### config.mk
export PLATFORM = sky130hd
export DESIGN_NAME = ma_decim_fifo
export DESIGN_NICKNAME = d
export VERILOG_FILES = /design/src/rtl/ma_decim_fifo.sv
export SDC_FILE = /design/constraint.sdc
export NUM_CORES = 1
export LEC_CHECK = 0
export ABC_AREA = 1
export BUFFER_PORTS_ARGS = -buffer_cell sky130_fd_sc_hd__clkbuf_2
export CAP_MARGIN = 15
export CORE_ASPECT_RATIO = 1.2
export CORE_MARGIN = 10
export CORE_UTILIZATION = 32
export DETAILED_ROUTE_END_ITERATION = 8
export PLACE_DENSITY = 0.46
export SYNTH_ARGS = -nofsm -noshare
export SYNTH_HDL_FRONTEND = slang
export SYNTH_SLANG_ARGS = --single-unit
### constraint.sdc
create_clock -name clk -period 7.4 [get_ports clk]
set_input_delay 1.48 -clock clk [delete_from_list [all_inputs] [get_ports clk]]
set_output_delay 1.48 -clock clk [all_outputs]
set_load 0.005 [all_outputs]
### src/rtl/ma_decim_fifo.sv
// ma_decim_fifo: runtime decimator followed by a small FIFO with a
// valid/ready output, fed by the recursive moving-average FIR.
// Kept samples that find the FIFO full are dropped and flagged
// through the sticky overflow bit.
// Optional feature: define MA_DECIM_DROPCNT_EN to build the saturating
// dropped-sample counter on drop_cnt. Without it, drop_cnt reads zero.
module ma_decim_fifo #(
  parameter int DW    = 16,
  parameter int DEPTH = 8,
  parameter int DEC_W = 8
) (
  input  logic                         clk,
  input  logic                         reset_n,
  input  logic                         in_valid,
  input  logic signed [DW-1:0]         in_data,
  input  logic        [DEC_W-1:0]      dec_factor,
  input  logic                         out_ready,
  output logic                         out_valid,
  output logic signed [DW-1:0]         out_data,
  output logic [$clog2(DEPTH):0]       fifo_level,
  output logic                         overflow,
  input  logic                         clr_ovf,
  output logic [15:0]                  drop_cnt
);

  localparam int AW = $clog2(DEPTH);
  localparam int LW = AW + 1;

  logic signed [DW-1:0] mem [DEPTH];
  logic [AW-1:0]        rd_ptr;
  logic [AW-1:0]        wr_ptr;
  logic [DEC_W-1:0]     dec_cnt;

  logic [DEC_W-1:0]     dec_eff;
  logic                 keep;
  logic                 full;
  logic                 pop;
  logic                 push;
  logic                 drop;
  logic [AW-1:0]        rd_next;
  logic [LW-1:0]        remain;
  logic [LW-1:0]        level_next;

  // Handshake decode: decimator keep, push/pop/drop and next-state pointers.
  always_comb begin
    dec_eff    = (dec_factor == '0) ? DEC_W'(1) : dec_factor;
    keep       = (dec_cnt == '0);
    full       = (fifo_level == LW'(DEPTH));
    pop        = out_valid & out_ready;
    push       = in_valid & keep & (~full | pop);
    drop       = in_valid & keep & full & ~pop;
    rd_next    = pop ? rd_ptr + AW'(1) : rd_ptr;
    remain     = fifo_level - LW'(pop);
    level_next = remain + LW'(push);
  end

  // Decimation counter: advances only on valid samples; '>=' lets a
  // factor lowered mid-stream wrap immediately instead of counting up.
  always_ff @(posedge clk) begin
    if (!reset_n) begin
      dec_cnt <= '0;
    end else if (in_valid) begin
      if (dec_cnt >= dec_eff - DEC_W'(1)) dec_cnt <= '0;
      else                                dec_cnt <= dec_cnt + DEC_W'(1);
    end
  end

  // Storage array: plain write port, no reset needed on sample words.
  always_ff @(posedge clk) begin
    if (push) mem[wr_ptr] <= in_data;
  end

  // Pointers, level and registered head-of-queue output.
  // out_data is preloaded with the word that will be at the head after
  // this edge: the incoming sample if the queue would otherwise be empty,
  // else the stored word at the advanced read pointer. This keeps the
  // output registered with one cycle of latency and no in->out path.
  always_ff @(posedge clk) begin
    if (!reset_n) begin
      rd_ptr     <= '0;
      wr_ptr     <= '0;
      fifo_level <= '0;
      out_valid  <= 1'b0;
      out_data   <= '0;
    end else begin
      if (push) wr_ptr <= wr_ptr + AW'(1);
      rd_ptr     <= rd_next;
      fifo_level <= level_next;
      out_valid  <= (level_next != '0);
      if (remain == '0) begin
        if (push) out_data <= in_data;
      end else begin
        out_data <= mem[rd_next];
      end
    end
  end

  // Sticky overflow: a drop wins over a simultaneous clear.
  always_ff @(posedge clk) begin
    if (!reset_n)     overflow <= 1'b0;
    else if (drop)    overflow <= 1'b1;
    else if (clr_ovf) overflow <= 1'b0;
  end

`ifdef MA_DECIM_DROPCNT_EN
  function automatic logic [15:0] sat_inc(input logic [15:0] v);
    return (v == 16'hFFFF) ? v : v + 16'd1;
  endfunction

  // Dropped-sample counter, saturating; a drop in the clear cycle counts as 1.
  always_ff @(posedge clk) begin
    if (!reset_n)     drop_cnt <= '0;
    else if (clr_ovf) drop_cnt <= drop ? 16'd1 : 16'd0;
    else if (drop)    drop_cnt <= sat_inc(drop_cnt);
  end
`else
  assign drop_cnt = 16'd0;
`endif

endmodule
Word level (Yosys, flattened, before mapping). Memory sizes are Yosys's and may differ from the RTL's. Cells that the tools add are included.

Register bits after elaboration: 36. Memory bits (writable): 128. Input bits: 29. Output and inout port bits: 38. Memories kept: 1.

Memories: mem (depth 8, bits a word 16, rd ports 1, clocked after Yosys merged registers in 0, write ports 1, line 29) `logic signed [DW-1:0] mem [DEPTH];`.

Add/sub/neg operators: 6. $lt $le $gt $ge: 1. Equality and inequality tests: 2. Muxes and demuxes: 9. Bitwise operators: 8. Reductions and logical operators: 5.

Operators with widths (count): two-way mux 16 bit (2); logical NOT 8 bit (2); two-way mux 8 bit (2); adder 8 x 1 -> 8 bit (second input constant) (1); >= comparator 8 bit (1); subtractor 8 x 1 -> 8 bit (second input constant) (1); adder 3 x 1 -> 3 bit (second input constant) (2); AND 1 bit (5); adder 4 x 1 -> 4 bit (1); == test 4 bit (second input constant) (1); logical NOT 4 bit (1); two-way mux 1 bit (4); nonzero test 4 bit (1); subtractor 4 x 1 -> 4 bit (1); two-way mux 3 bit (1); != test 2 bit (second input constant) (1); inverter 1 bit (2); nonzero test 2 bit (1); OR 1 bit (1).

Longest topological paths before layout.
Depth in word-level cells: 6. Mapped depth: 14. Gate-level depth less buffers: 14.

Worst setup path before layout. OpenSTA, ideal clock, no wires.

Path kind: input-to-reg. Start: in in_valid. End: mem mem[1][0], enable pin. Arrival time: 3.429 ns. Required time: 6.991 ns. Path slack: 3.562 ns. Cell stages on the path: 8. Path through: buf_4 -> nand2_1 -> nor2_1 -> nand3_1 -> buf_2 -> nor2_2 -> inv_1 -> nor3_1.

Cells in the longest elaborated chain, start to end: 4.

RTL lines: start, declared (line 14) `input logic in_valid,`; AND 1 bit (2 in a row) (line 50) `push = in_valid & keep & (~full | pop);`; two-way mux 1 bit (line 70) `if (push) mem[wr_ptr] <= in_data;`; two-way mux 1 bit (implied by the code) (line 70); end, declared (line 29).

Every way passes these cells.

Worst setup path after layout.
Start: in dec_factor[4]. End: reg dec_cnt[7].

Cells in the longest elaborated chain, start to end: 5.

RTL lines: start, declared (line 16) `input logic [DEC_W-1:0] dec_factor,`; logical NOT 8 bit (line 46) `dec_eff = (dec_factor == '0) ? DEC_W'(1) : dec_factor;`; two-way mux 8 bit * (line 46); subtractor 8 x 1 -> 8 bit * (line 63) `if (dec_cnt >= dec_eff - DEC_W'(1)) dec_cnt <= '0;`; >= comparator 8 bit * (line 63); two-way mux 8 bit * (line 63); end signal, assigned (line 64) `else dec_cnt <= dec_cnt + DEC_W'(1);`; end, declared (line 32) `logic [DEC_W-1:0] dec_cnt;`.

Mark *: on every way between the ends. The rest lies on a longest branch, timed or not. A chain may end at the register's enable or synchronous reset.

==> impl_metrics.toml <==
[setup_path]
required_ns = 7.76
crit_top_cell = "nand2_1"
r2r_end = "mem[7][1]"
critical_path.top_delay_family = "simple AND/OR/NAND/NOR gates"
cp_num_buf_inv = 1
worstPathArrival_ns = 3.81
cp_slowest_stage_delay_ns = 0.45
crit_fanout = 8
path_class = "input port to flip-flop"
regToRegSetupSlack_ns = 4.67
cp_cell_sequence = "clkbuf_2, nor2_1, a41oi_1, ha_1, nand2_1, nor3_1, xor2_1, ha_1, nand2_1, nor2_1, nor3_1, nand3_1, nand2_1, nand2_1, nor2_1"
cp-end-kind = "flip-flop"
cpMaxStageDelayCell = "a41oi_1"
critPathLaunchType = "input port"
reg2regPathDepth = 10
r2r_start = "dec_cnt[0]"

[yosys]
synthXorXnorAreaFrac = 0.0137
synth_cells = 799
seq_area_frac_synth = 0.595
yosys.area_share.simple = 0.224
ys_ff_latch = 164
syn_avg_cell_area_um2 = 9.61
synthMuxAreaShare = 0.00130
synth_top_family_by_area = "simple AND/OR/NAND/NOR gates"
synth_compound_area_frac = 0.0350
yosys.area_share.adder = 0.0277
synth.distinct_cells = 29
ys.warnings.count = 0
syn-cell-area_mm2 = 0.00768

[clocking]
cts_buffers = 17
cts_hold_buffers = 0
cts.sinks = 164
root_buffer = "clkbuf_16"
postCtsSetupBuffers = 0
insertion_delay_ns = 0.43
cts_tree = "done"
clockBufferDepth = 2
path_clk_slew_ns = 0.06
ctsResizeCount = 0
cts_htree_levels = 4

[route]
drt-initial-drc-count = 328
wl_per_cell_um = 17.0
via_per_inst = 4.59
vias = 5423
drc = 0
detail-route-antenna-nets = 0
first_pass_iters = 5
wl_um = 20100

[power]
switching_power_mw = 1.02
power_switching_share = 0.347
pwr-share-clk = 0.319
comb_power_share = 0.299
ir_worst_vdd_mv = 0.168
power.static_leakage_nw = 3.77
p_int_mw = 1.92
power_density_mw_per_mm2 = 331
seq_power_share = 0.382
p_total_mw = 2.94

[finish]
n_antenna_cell = 0
regArea_mm2 = 0.00456
fin_cells = 1182
final_common_cell = "nand2_1"
fill_cells = 2449
drive_above_1_share = 0.133
synthToLayoutAreaGrowth_pct = 15.7
final_nets = 895
final_cell_mix = "nand2_1, nand3_1, inv_1"
multi_input_area_mm2 = 0.00242
final_area_mm2 = 0.00888

[sta]
setup_violations = 0
finalWorstSetupSlack_ns = 3.94
fmax_mhz = 289
hold_violations = 0
rsz0062_at_grt = "no"
slew-limit-headroom = 0.371
fin_crit_sh = 0.467
skew_ns = 0.00848
min_period_ns = 3.46
maxSlewViolCount = 0
worst_pin_slew_ns = 0.939
setup_tns_ns = 0

[global_route]
grt-ovfl-total = 0
track_usage = 0.134
grt_max_degree = 53
antenna_found_initial = 0
first_global_vias = 5431
grt_pass1_wl_um = 31500

[die]
start_util = 0.322
dieArea_mm2 = 0.0306
dieHeight_um = 190
num_rows = 62
io_pins = 67
die_width_um = 161
core_region_area_mm2 = 0.0238

[worst_hold_path]
min_path_cells = 2
hold_end = "overflow"
min_path_type = "flip-flop to flip-flop"
worstHoldStart = "overflow"

[status]
status = "complete, no violations"

[flow_run]
cap_violations = 0

[placement]
placed_cells = 1150
hpwlAfterDp_um = 12100
placed_area_mm2 = 0.00825
gp_congestion = 0.732
place_ws_ns = 3.46
io_buffers = 50
-- power by group through the flow --
stage / combinational (mW) / sequential (mW) / clock, mW
2_1_floorplan: 0.604 / 1.13 / 0
3_3_place_gp: 0.896 / 1.15 / 0
3_5_place_dp: 0.897 / 1.14 / 0
4_1_cts: 0.900 / 1.13 / 0.960
5_1_grt: 1.01 / 1.13 / 0.996
6_report: 0.880 / 1.12 / 0.938
-- worst max path at each step --
stage	start	end	slack [ns]	cells past startpoint
floorplan	in_valid	mem[1][0]	3.56	8
global placement	out_ready	out_data[2]	3.47	11
detailed placement	dec_factor[4]	dec_cnt[7]	3.46	15
CTS	dec_factor[4]	dec_cnt[7]	3.91	15
global route	dec_factor[4]	dec_cnt[4]	3.56	15
finish	dec_factor[4]	dec_cnt[7]	3.94	15
-- area by class of cell --
class	instances	share of cell area
timing repair buffer	65	0.0409
clock buffer	19	0.0499
tap	320	0.0451
inverter	134	0.0567
sequential	164	0.514
clock inverter	13	0.0207
multi-input combinational	467	0.273
-- routing by layer --
layer  wire, um  share of wire  GRT usage
met1       9310           0.46      0.172
met2       9640           0.48      0.221
met3        872          0.043     0.0277
met4        295          0.015     0.0431
met5          0              0          0
-- through the flow --
step                      utilization  hold slack (ns)
final                           0.373            0.469
after global placement          0.346            0.461
after global routing            0.373            0.484
after detailed placement        0.346            0.468
after CTS                       0.373            0.477
after floorplan                     -            0.460
-- Yosys cell counts --
master | number | area share
dfxtp_1 | 36 | 0.094
a31oi_1 | 1 | 0.00082
o21ai_2 | 1 | 0.0011
ha_1 | 17 | 0.028
buf_4 | 20 | 0.020
a21oi_1 | 21 | 0.014
nor3_1 | 12 | 0.0078
inv_1 | 132 | 0.065
nor2_1 | 29 | 0.014
nor2_2 | 2 | 0.0016
nand2_1 | 152 | 0.074
nor4_1 | 1 | 0.00082
nand3b_1 | 31 | 0.030
conb_1 | 1 | 0.00049
nand4_1 | 4 | 0.0033
mux2i_1 | 1 | 0.0013
xor2_1 | 8 | 0.0091
a41oi_1 | 1 | 0.0011
clkbuf_1 | 8 | 0.0039
o21ai_0 | 21 | 0.014
nand3_1 | 135 | 0.088
buf_6 | 1 | 0.0015
o211ai_1 | 2 | 0.0020
edfxtp_1 | 128 | 0.50
nand2_2 | 4 | 0.0033
xnor2_1 | 4 | 0.0046
buf_2 | 20 | 0.013
inv_2 | 2 | 0.00098
o21ai_1 | 4 | 0.0026
-- worst min-delay path, delay by kind of cell, from the launching register on --
kind | cells | cell delay [ns]
compound gates | 1 | 0.05
flops | 1 | 0.31
simple gates | 1 | 0.06
-- registers in the layout (all words and copies together), names as in the netlist --
register and flops:
dec_cnt 8, fifo_level 4, mem 128, out_data 16, out_valid 1, overflow 1
rd_ptr 3, wr_ptr 3
-- kinds of logic (layout without fill, tap and decap cells) --
logic type | Yosys count | in the layout
adders and majority gates | 17 | 17
other | 1 | 16
buffers and inverters | 183 | 231
xor gates and xnor gates | 12 | 12
AOI/OAI and AO/OA | 51 | 51
muxes | 1 | 1
and+or+nand+nor | 370 | 370
DFF | 164 | 164
(Power assumes the default switching activity.)
